--- config.mk ---
export PLATFORM = sky130hd
export DESIGN_NAME = muldiv_unit
export DESIGN_NICKNAME = d
export VERILOG_FILES = /design/src/rtl/muldiv_unit.sv
export SDC_FILE = /design/constraint.sdc
export NUM_CORES = 1
export LEC_CHECK = 0
export ABC_AREA = 1
export CORE_MARGIN = 5
export CORE_UTILIZATION = 40
export CTS_BUF_LIST = sky130_fd_sc_hd__clkbuf_8
export DETAILED_ROUTE_END_ITERATION = 10
export PLACE_DENSITY = 0.59
export SYNTH_ARGS = -nofsm -noshare
export SYNTH_HDL_FRONTEND = slang
export SYNTH_SLANG_ARGS = --single-unit
--- constraint.sdc ---
create_clock -name clk -period 10.8 [get_ports clk]
set_input_delay 1.08 -clock clk [delete_from_list [all_inputs] [get_ports clk]]
set_output_delay 1.08 -clock clk [all_outputs]
set_load 0.01 [all_outputs]
--- src/rtl/muldiv_unit.sv ---
// Iterative N-bit multiply/divide unit with a start/busy/done handshake and fixed N+1 cycle latency.
// Define MULDIV_DIV_EN to compile in the divider; without it UDIV/SDIV complete normally and return 0.
module muldiv_unit #(
    parameter int N = 64
) (
    input  logic         clk,
    input  logic         reset,
    input  logic         start,
    input  logic [1:0]   op,
    input  logic [N-1:0] a,
    input  logic [N-1:0] b,
    input  logic [4:0]   rd_in,
    output logic         busy,
    output logic         done,
    output logic [N-1:0] result,
    output logic [4:0]   rd_out
);
    localparam int CW = $clog2(N);

    // Handshake: start is taken only in IDLE; busy covers RUN and DONE;
    // done is high for exactly the one DONE cycle, when result/rd_out are valid.
    typedef enum logic [1:0] {IDLE, RUN, DONE} state_t;
    state_t state, state_nx;

    logic [CW-1:0] cnt;
    logic          last;
    logic [1:0]    op_q;
    logic [4:0]    rd_q;
    logic [N-1:0]  m_q;      // multiplicand, or divisor magnitude
    logic [N-1:0]  hi, lo;   // product high/low, or remainder/quotient
    logic [N-1:0]  hi_nx, lo_nx, res_nx;
    logic [N:0]    sum;
    logic [N-1:0]  mul_hi, mul_lo;

    assign last = (cnt == CW'(N - 1));
    assign busy = (state != IDLE);
    assign done = (state == DONE);

    always_ff @(posedge clk or posedge reset) begin
        if (reset) state <= IDLE;
        else       state <= state_nx;
    end

    always_comb begin
        state_nx = state;
        case (state)
            IDLE:    if (start) state_nx = RUN;
            RUN:     if (last)  state_nx = DONE;
            DONE:    state_nx = IDLE;
            default: state_nx = IDLE;
        endcase
    end

    // Shift-add: add multiplicand when the current multiplier bit is set, then shift right.
    assign sum    = {1'b0, hi} + {1'b0, (lo[0] ? m_q : {N{1'b0}})};
    assign mul_hi = sum[N:1];
    assign mul_lo = {sum[0], lo[N-1:1]};

`ifdef MULDIV_DIV_EN
    logic         dz_q, neg_q;
    logic [N:0]   shifted, diff;
    logic [N-1:0] a_mag, b_mag;

    // Restoring step; shifted can reach N+1 bits but the kept remainder always fits in N.
    assign shifted = {hi, lo[N-1]};
    assign diff    = shifted - {1'b0, m_q};
    assign a_mag   = (op == 2'b11 && a[N-1]) ? -a : a;
    assign b_mag   = (op == 2'b11 && b[N-1]) ? -b : b;

    always_comb begin
        hi_nx = mul_hi;
        lo_nx = mul_lo;
        if (op_q[1]) begin
            hi_nx = diff[N] ? shifted[N-1:0] : diff[N-1:0];
            lo_nx = {lo[N-2:0], ~diff[N]};
        end
    end
`else
    assign hi_nx = mul_hi;
    assign lo_nx = mul_lo;
`endif

    always_comb begin
        res_nx = '0;
        case (op_q)
            2'b00: res_nx = lo_nx;
            2'b01: res_nx = hi_nx;
`ifdef MULDIV_DIV_EN
            2'b10: res_nx = dz_q ? '0 : lo_nx;
            2'b11: res_nx = dz_q ? '0 : (neg_q ? -lo_nx : lo_nx);
`endif
            default: res_nx = '0;
        endcase
    end

    always_ff @(posedge clk or posedge reset) begin
        if (reset) begin
            cnt    <= '0;
            op_q   <= '0;
            rd_q   <= '0;
            m_q    <= '0;
            hi     <= '0;
            lo     <= '0;
            result <= '0;
            rd_out <= '0;
`ifdef MULDIV_DIV_EN
            dz_q   <= 1'b0;
            neg_q  <= 1'b0;
`endif
        end else begin
            case (state)
                IDLE: if (start) begin
                    op_q <= op;
                    rd_q <= rd_in;
                    cnt  <= '0;
                    hi   <= '0;
`ifdef MULDIV_DIV_EN
                    dz_q  <= (b == '0);
                    neg_q <= (op == 2'b11) && (a[N-1] ^ b[N-1]);
                    if (op[1]) begin
                        m_q <= b_mag;
                        lo  <= a_mag;
                    end else begin
                        m_q <= a;
                        lo  <= b;
                    end
`else
                    m_q <= a;
                    lo  <= b;
`endif
                end
                RUN: begin
                    hi  <= hi_nx;
                    lo  <= lo_nx;
                    cnt <= cnt + 1'b1;
                    if (last) begin
                        result <= res_nx;
                        rd_out <= rd_q;
                    end
                end
                default: ;
            endcase
        end
    end
endmodule

After elaboration in Yosys (flattened, before gate mapping)

Cells that the tools add are included.

Register bits: 276
Bits of input ports: 138
Output and inout bits: 71
Word-level logic and storage cells: 36

$add $sub $neg: 2
Equal/unequal tests: 6
Multiplexer cells: 11
Reductions and logical operators: 8

Operators with widths:

| cell                                                                  | number |
|---|---|
| 64-bit case mux with 2 select lines                                   | 3 |
| 64-bit two-way mux                                                    | 3 |
| 64-bit by 64-bit adder with 65-bit output                             | 1 |
| 6-bit case mux with 2 select lines                                    | 1 |
| 2-bit AND reduction                                                   | 4 |
| 6-bit by 1-bit adder with 6-bit output, second input constant         | 1 |
| 6-bit equality test, second input constant                            | 1 |
| 6-bit two-way mux                                                     | 1 |
| 2-bit by 1-bit equality test with 1-bit output, second input constant | 2 |
| 2-bit logical NOT                                                     | 2 |
| 2-bit two-way mux                                                     | 2 |
| 2-bit != test, second input constant                                  | 2 |
| 2-bit case mux with 2 select lines                                    | 1 |
| 2-bit nonzero test                                                    | 2 |
| 2-bit equality test, second input constant                            | 1 |

Logic depth before layout (Yosys ltp)

Gate-level depths: netlist (run 1).

Word-level depth: 3
Depth in mapped cells: 22
Gate-level depth less buffers: 20

Worst setup path after synthesis (run 1)

No wires, ideal clock.

Path type: reg-to-reg
From: register lo[0]
To: register result[39]
Setup time: 77 ps
Arrival: 2460 ps
Data required time: 10723 ps
Path slack: 8262 ps
Cell stages (with the launch flop): 20
Path buffers: 2
Clock period less this slack: 2538 ps
Cells stage by stage: dfrtp_1 clkbuf_1 clkbuf_1 nand2_1 inv_1 ha_1 fa_1 nand3_1 nand3_1 nand2_1 nand2_1 nand2_1 nand2_2 nand2_1 nand2_2 nand2_1 nand2_1 nand2_1 nand3_1 a21oi_1

Longest elaborated chain between the ends: 3

RTL lines:

| what                                      | line | RTL |
|---|---|---|
| from (decl)                               | 30   | `logic [N-1:0] hi, lo;` |
| from (signal assigned)                    | 134  | `lo <= lo_nx;` |
| 64-bit two-way mux                        | 55   | `assign sum = {1'b0, hi} + {1'b0, (lo[0] ? m_q : {N{1'b0}})};` |
| 64-bit by 64-bit adder with 65-bit output | 55   |  |
| 64-bit case mux with 2 select lines       | 85   | `case (op_q)` |
| to (signal assigned)                      | 137  | `result <= res_nx;` |
| to (decl)                                 | 15   | `output logic [N-1:0] result,` |

Every way passes these cells.
A chain may end at the register's enable or synchronous reset.

Worst setup path in the final report (run 1)

From: register lo[0]
To: register result[32]

Same word-level chain as after synthesis.

==> results.json, run 1 <==
{
  "postCtsHoldBufs": 0,
  "globalRoute.busiestLayer": "met2",
  "nFillCells": 4450,
  "grt_use_met3_pct": 5.08,
  "syn-mean-instance-area_um2": 6.75,
  "cts_setup_buffers": 0,
  "tritoncts_num_sinks": 276,
  "power.share.sequential_pct": 27.9,
  "synth_largest_area_cell": "sky130_fd_sc_hd__dfrtp_1",
  "ys.flop_type": "sky130_fd_sc_hd__dfrtp_1",
  "multiInputGateArea_um2": 8610,
  "place.gp.congestion": 0.924,
  "switching_share_pct": 50.1,
  "ratio_of_cells_with_drive_above_1_in_the_final_layout_pct": 4.75,
  "crit_path_max_incr_delay_ns": 0.55,
  "period_share_pct": 32.1,
  "power.static_leakage_nw": 11.5,
  "worst_skew_pair.late_latency_ns": 0.64,
  "grt_setup_unrepaired": "false",
  "tritoncts": "built",
  "finalHoldWorstSlack_ns": 0.475,
  "count_of_mapped_cells_out_of_synthesis": 2556,
  "finalClockSkew_ns": 0.0325,
  "clockPowerShare_pct": 14.2,
  "critical_path_class": "flip-flop to flip-flop",
  "drtAntennaViolNets": 0,
  "setup.worst_path.end_class": "flip-flop",
  "viasPerCell": 4.99,
  "largest_buffer_count_on_any_clock_path": 3,
  "critical-path-top-delay-family": "simple AND/OR/NAND/NOR gates",
  "netlist_area_um2": 17300,
  "power.total_mw": 6.81,
  "yosysMostFrequentCell": "sky130_fd_sc_hd__nand2_1",
  "max-cap-violations": 0,
  "grt_pass1_wl_um": 95000,
  "drtPass1Iterations": 8,
  "synth_edf_count": 0,
  "wirelength_um": 61300,
  "global_route.usage.total_pct": 25.6,
  "grt_max_degree": 143,
  "die_h_um": 218,
  "async_flop_share_pct": 100,
  "layout_min_cycle_time_ns": 3.47,
  "grtUsageMet2_pct": 38.2,
  "p_int_mw": 3.40,
  "timing.critical_path.required_ns": 11.36,
  "crit_path_max_fanout": 65,
  "startpoint_type": "flip-flop",
  "insertedDiodeCount": 0,
  "grt_overflow_total": 0,
  "route.vias.total": 16800,
  "drc_errors": 0,
  "power.ir.vdd_worst_mv": 0.140,
  "drt_iter0_markers": 1232,
  "net_switching_component_of_the_power_mw": 3.41,
  "setup-tns-final_ns": 0,
  "crit_arrival_ns": 4.03,
  "rows": 76,
  "boundaryPins": 209,
  "min-delay-path-class": "flip-flop to flip-flop",
  "ctsRootBufferMaster": "sky130_fd_sc_hd__clkbuf_8",
  "worst_path_most_repeated_cell": "sky130_fd_sc_hd__nand2_1",
  "crit_slowest_cell": "sky130_fd_sc_hd__buf_4",
  "floorplan.die_area_um2": 47400,
  "netlist_top_cells_area": "sky130_fd_sc_hd__dfrtp_1 40%, sky130_fd_sc_hd__nand2_1 24%, sky130_fd_sc_hd__inv_1 8.1%",
  "initial_util_pct": 40.2,
  "setup-violations-final": 0,
  "vias_in_the_first_global_route": 16400,
  "warning_count_from_the_yosys_run": 0,
  "max_slew.worst_pin.slew_ns": 1.11,
  "synth.top_cell.area_share_pct": 40.0,
  "fin_area_um2": 20800,
  "routed_wire_length_per_instance_um": 18.2,
  "finalHoldViolCount": 0,
  "synthTopCellsByCount": "1091 x sky130_fd_sc_hd__nand2_1, 373 x sky130_fd_sc_hd__inv_1, 276 x sky130_fd_sc_hd__dfrtp_1",
  "met1_usage_pct": 38.0,
  "io_buffers": 208,
  "ctsHtreeMaxLevel": 2,
  "antenna_found_initial": 1,
  "dpl.hpwl_um": 46600,
  "crit_chain": "buf_4 > nand2_1 > inv_1 > ha_1 > nand2_1 > inv_1 > nand2_1 > nand2_1 > inv_1 > nand3_2 > nand2_1 > nand2_1 > nand2_1 > nand2_1 > xor2_1 > nand2_1 > a21oi_1",
  "slew_headroom_pct": 25.8,
  "clk_transition_reported_paths_ns": 0.06,
  "synth.distinct_cells": 38,
  "crit_buf_inv": 4,
  "coreArea_um2": 42900,
  "dpl_cell_area_um2": 19900,
  "layout.nets": 2950,
  "p_comb_share_pct": 57.9,
  "p_per_area_nw_per_um2": 327,
  "seq_cells_post_synth": 276,
  "finalCoreUtilization_pct": 48.6,
  "total_clock_buffers_created_by_cts": 50,
  "run_status": "complete, no violations",
  "yosysSeqAreaShare_pct": 40.0,
  "number_of_pins_exceeding_their_max_slew_limit_in_the_final_report": 0,
  "syn_to_final_growth_pct": 20.7,
  "synth.net_count": 2760,
  "count_of_instances_resized_after_the_clock_tree_is_built": 0,
  "max_clock_freq_ghz": 0.288,
  "seq_area_um2": 6910,
  "die_width_um": 218
}
-- metrics by stage --
| step | setup slack, ns | std cells |
|---|---|---|
| final | 7.33 | 3364 |
| after global routing | 7.13 | 3364 |
| after CTS | 7.45 | 3364 |
| after detailed placement | 6.93 | 3279 |
| after global placement | 6.98 | 3279 |
| after floorplan | 2.11 | 2556 |
-- worst paths after layout --
path	startpoint	to	slack (ns)	cells after the start
min reg2reg	result[57]$_DFFE_PP0P_	result[57]$_DFFE_PP0P_	0.47	2
max in group asynchronous	reset	result[43]$_DFFE_PP0P_	8.01	3
min in group asynchronous	reset	rd_out[2]$_DFFE_PP0P_	1.05	2
max reg2reg	lo[0]$_DFFE_PP0P_	result[32]$_DFFE_PP0P_	7.33	17
max	lo[0]$_DFFE_PP0P_	result[32]$_DFFE_PP0P_	7.33	17
min	result[57]$_DFFE_PP0P_	result[57]$_DFFE_PP0P_	0.47	2
-- area by class of cell --
| class | instances | area share (%) |
|---|---|---|
| Multi-Input combinational cell | 1818 | 41.3 |
| Sequential cell | 276 | 33.2 |
| Timing Repair Buffer | 221 | 10.5 |
| Inverter | 379 | 6.88 |
| Clock buffer | 58 | 3.83 |
| Tap cell | 585 | 3.51 |
| Clock inverter | 27 | 0.733 |
-- logic make-up after synthesis --
kind of cell             count (synthesis)  synth area share [%]
AO/OA/AOI/OAI                          299                  10.2
XOR/XNOR                                33                  1.67
adder cells (fa/ha/maj)                 66                  4.83
buffers and inverters                  462                  10.3
flip-flops                             276                  40.0
AND/OR/NAND/NOR                       1420                  33.0
-- worst min-delay path, cell delays in order (launching register included) --
cell and delay, ns:
sky130_fd_sc_hd__dfrtp_1 0.34, sky130_fd_sc_hd__nand2_1 0.05, sky130_fd_sc_hd__nand2_1 0.05
-- power groups by stage --
| stage | clock network, mW | registers (mW) | logic [mW] |
|---|---|---|---|
| detailed placement | 0 | 1.91 | 3.91 |
| global route | 1.05 | 1.96 | 4.39 |
| CTS | 1.00 | 1.90 | 3.92 |
| finish | 0.969 | 1.90 | 3.94 |
| floorplan | 0 | 1.85 | 2.48 |
| global placement | 0 | 1.90 | 3.86 |
-- layout by cell type, fill, tap and decap left out, types with 2 or more instances in the layout --
master / count
sky130_fd_sc_hd__a21oi_1: 137
sky130_fd_sc_hd__a22o_1: 16
sky130_fd_sc_hd__a22oi_1: 63
sky130_fd_sc_hd__and2_1: 5
sky130_fd_sc_hd__and3_1: 2
sky130_fd_sc_hd__buf_4: 12
sky130_fd_sc_hd__clkbuf_8: 58
sky130_fd_sc_hd__clkdlybuf4s50_1: 208
sky130_fd_sc_hd__clkinv_2: 7
sky130_fd_sc_hd__dfrtp_1: 275
sky130_fd_sc_hd__ha_1: 65
sky130_fd_sc_hd__inv_1: 388
sky130_fd_sc_hd__inv_2: 5
sky130_fd_sc_hd__inv_8: 2
sky130_fd_sc_hd__nand2_1: 1090
sky130_fd_sc_hd__nand2_2: 16
sky130_fd_sc_hd__nand3_1: 108
sky130_fd_sc_hd__nand3_2: 3
sky130_fd_sc_hd__nand3b_1: 8
sky130_fd_sc_hd__nand4_1: 5
sky130_fd_sc_hd__nor2_1: 147
sky130_fd_sc_hd__nor2_2: 12
sky130_fd_sc_hd__nor2_4: 5
sky130_fd_sc_hd__nor3_1: 10
sky130_fd_sc_hd__nor3_2: 2
sky130_fd_sc_hd__nor3_4: 3
sky130_fd_sc_hd__o21ai_0: 56
sky130_fd_sc_hd__o21ai_1: 4
sky130_fd_sc_hd__o21bai_1: 8
sky130_fd_sc_hd__o22ai_1: 13
sky130_fd_sc_hd__or2_0: 2
sky130_fd_sc_hd__xnor2_1: 16
sky130_fd_sc_hd__xor2_1: 17
-- flip-flops by register name, summed over array words and instances, names as in the netlist --
signal,cells
state,2
m_q,64
rd_out,5
op_q,2
cnt,6
rd_q,5
lo,64
result,64
hi,64
-- layer usage --
metal / vias to the layer above / share of wire, %
met5: - / 0.021
met4: 2 / 2.6
met3: 85 / 6.8
met2: 582 / 42
met1: 7838 / 48
li1: 8286 / -
No activity file was read; power rests on OpenSTA's default activity.
==> run 2, diff against run 1 <==
Settings changed: PLACE_DENSITY 0.59 to 0.61.
Clock period 10.8 ns to 2.93 ns, I/O delays scaled along.
==> results.json, run 2 (same netlist as run 1, synthesis figures left out) <==
{
  "run_status": "complete, no violations",
  "layout_min_cycle_time_ns": 2.85,
  "p_per_area_nw_per_um2": 1240,
  "crit_path_max_fanout": 36,
  "grt_max_degree": 142,
  "grt_pass1_wl_um": 100000,
  "dpl.hpwl_um": 48900,
  "initial_util_pct": 40.2,
  "nFillCells": 4395,
  "power.ir.vdd_worst_mv": 0.502,
  "crit_arrival_ns": 3.35,
  "max_clock_freq_ghz": 0.351,
  "layout_commonest_cell": "sky130_fd_sc_hd__nand2_1",
  "crit_chain": "buf_12 > nand2_1 > inv_1 > ha_1 > nand2_1 > nor2_2 > inv_1 > buf_4 > nor2_1 > nand2_1 > nor2_1 > nand2_1 > nand3_1 > nand2_1 > nand3_1 > nand2_1 > nand2_1 > nand2_1",
  "syn_to_final_growth_pct": 27.0,
  "vias_in_the_first_global_route": 17100,
  "setup-violations-final": 0,
  "routed_wire_length_per_instance_um": 18.8,
  "clockPowerShare_pct": 13.2,
  "max-cap-violations": 0,
  "power.share.sequential_pct": 26.0,
  "critical_path_class": "flip-flop to flip-flop",
  "p_int_mw": 13.9,
  "timing.critical_path.required_ns": 3.44,
  "net_switching_component_of_the_power_mw": 13.4,
  "finalHoldViolCount": 0,
  "rr_worst_depth": 18,
  "worst_path_most_repeated_cell": "sky130_fd_sc_hd__nand2_1",
  "power.total_mw": 27.2,
  "tritoncts": "built",
  "finalClockSkew_ns": 0.0238,
  "slew_headroom_pct": 43.7,
  "most-common-layout-cells": "1070 x sky130_fd_sc_hd__nand2_1, 389 x sky130_fd_sc_hd__inv_1, 275 x sky130_fd_sc_hd__dfrtp_1",
  "switching_share_pct": 49.1,
  "worst_skew_pair.late_latency_ns": 0.64,
  "boundaryPins": 209,
  "die_width_um": 218,
  "wirelength_um": 64600,
  "crit_path_max_incr_delay_ns": 0.44,
  "period_share_pct": 97.1,
  "rows": 76,
  "setup.worst_path.start": "lo[0]$_DFFE_PP0P_",
  "critical-path-top-delay-family": "simple AND/OR/NAND/NOR gates",
  "coreArea_um2": 42900,
  "insertedDiodeCount": 0,
  "r2r_slack_ns": 0.08,
  "drt_iter0_markers": 1546,
  "largest_buffer_count_on_any_clock_path": 3,
  "setup.worst_path.end_class": "flip-flop",
  "number_of_pins_exceeding_their_max_slew_limit_in_the_final_report": 0,
  "route.vias.total": 17200,
  "ratio_of_cells_with_drive_above_1_in_the_final_layout_pct": 10.0,
  "rr_endpoint": "result[53]$_DFFE_PP0P_",
  "placed_cells_incl_taps": 3349,
  "io_buffers": 208,
  "layout.nets": 3023,
  "antenna_found_initial": 2,
  "viasPerCell": 5.00,
  "place.gp.congestion": 1.02,
  "startpoint_type": "flip-flop",
  "floorplan.die_area_um2": 47400,
  "crit_slowest_cell": "sky130_fd_sc_hd__dfrtp_2",
  "die_h_um": 218,
  "clk_transition_reported_paths_ns": 0.06,
  "crit_buf_inv": 4,
  "ctsHtreeMaxLevel": 2,
  "r2r-start": "lo[0]$_DFFE_PP0P_",
  "post-route-worst-setup-slack_ns": 0.0849,
  "ctsRootBufferMaster": "sky130_fd_sc_hd__clkbuf_8",
  "pre_cts_ws_ns": -0.138,
  "capturing_instance_or_port_of_the_critical_path": "result[53]$_DFFE_PP0P_",
  "p_comb_share_pct": 60.8,
  "grt_setup_unrepaired": "true",
  "drtPass1Iterations": 6,
  "tritoncts_num_sinks": 276,
  "drc_errors": 0,
  "power.static_leakage_nw": 11.9,
  "finalHoldWorstSlack_ns": 0.0812,
  "grt_overflow_total": 0,
  "timing.critical_path.depth": 18,
  "postCtsHoldBufs": 0,
  "drtAntennaViolNets": 0,
  "total_clock_buffers_created_by_cts": 51,
  "max_slew.worst_pin.slew_ns": 0.844,
  "min-delay-path-class": "input port to asynchronous set/reset pin",
  "finalNonFillerCells": 3434,
  "global_route.usage.total_pct": 27.1
}
==> run 2: worst min-delay path by stage <==
| stage | start | slack (ns) | to |
|---|---|---|---|
| after floorplan | a[0] | 0.40 | m_q[0]$_DFFE_PP0P_ |
| after global placement | cnt[5]$_DFFE_PP0P_ | 0.46 | state[0]$_DFFE_PP0P_ |
| after detailed placement | m_q[45]$_DFFE_PP0P_ | 0.47 | m_q[45]$_DFFE_PP0P_ |
| after CTS | reset | 0.05 | rd_out[0]$_DFFE_PP0P_ |
| after global routing | reset | 0.1 | rd_q[0]$_DFFE_PP0P_ |
| final | reset | 0.08 | lo[58]$_DFFE_PP0P_ |
==> run 2: worst register-to-register path: stages, from the launching register on <==
cell,delay [ns]
sky130_fd_sc_hd__dfrtp_2,0.44
sky130_fd_sc_hd__buf_12,0.17
sky130_fd_sc_hd__nand2_1,0.12
sky130_fd_sc_hd__inv_1,0.04
sky130_fd_sc_hd__ha_1,0.34
sky130_fd_sc_hd__nand2_1,0.17
sky130_fd_sc_hd__nor2_2,0.16
sky130_fd_sc_hd__inv_1,0.07
sky130_fd_sc_hd__buf_4,0.13
sky130_fd_sc_hd__nor2_1,0.16
sky130_fd_sc_hd__nand2_1,0.11
sky130_fd_sc_hd__nor2_1,0.11
sky130_fd_sc_hd__nand2_1,0.13
sky130_fd_sc_hd__nand3_1,0.11
sky130_fd_sc_hd__nand2_1,0.06
sky130_fd_sc_hd__nand3_1,0.20
sky130_fd_sc_hd__nand2_1,0.09
sky130_fd_sc_hd__nand2_1,0.06
sky130_fd_sc_hd__nand2_1,0.05
==> run 2: power groups by stage <==
stage                     Clock, mW  Combinational (mW)  Sequential [mW]
after floorplan                   0                9.13             6.83
after global placement            0                15.5             7.06
after detailed placement          0                15.6             7.08
after CTS                      3.70                15.8             7.04
after global routing           3.86                18.3             7.30
final                          3.59                16.5             7.08
==> run 2: area by class of cell <==
type	instances	area, um2	share of cell area (%)
Multi-Input combinational cell	1818	9030	41.2
Tap cell	585	732	3.34
Clock inverter	24	131	0.600
Clock buffer	59	812	3.71
Inverter	379	1430	6.52
Timing Repair Buffer	293	2860	13.1
Sequential cell	276	6910	31.5
==> run 2: metal layers <==
layer | vias to the layer above | wire length [um] | GRT usage (%) | part of all wire (%)
met1 | 8100 | 30800 | 40.8 | 48
met2 | 574 | 28000 | 41.2 | 43
met4 | 0 | 1050 | 5.77 | 1.6
met5 | - | 0 | 0 | 0
li1 | 8435 | - | - | -
met3 | 62 | 4740 | 4.47 | 7.3
==> run 2: per-stage QoR <==
stage	TNS [ns]	util, %	instance area, um2
4_1_cts	0	50.1	21500
2_1_floorplan	-279.96	-	17300
3_3_place_gp	-0.269	47.8	20500
3_5_place_dp	-0.270	47.8	20500
5_1_grt	-0.383	51.1	21900
6_report	0	51.1	21900
==> run 2: repair_timing <==
item	in CTS	in global routing
endpoints found under the setup margin	6	55
gates resized for setup	6	93
endpoints found under the hold margin	0	0
buffers inserted	0	2
pin swaps	0	5
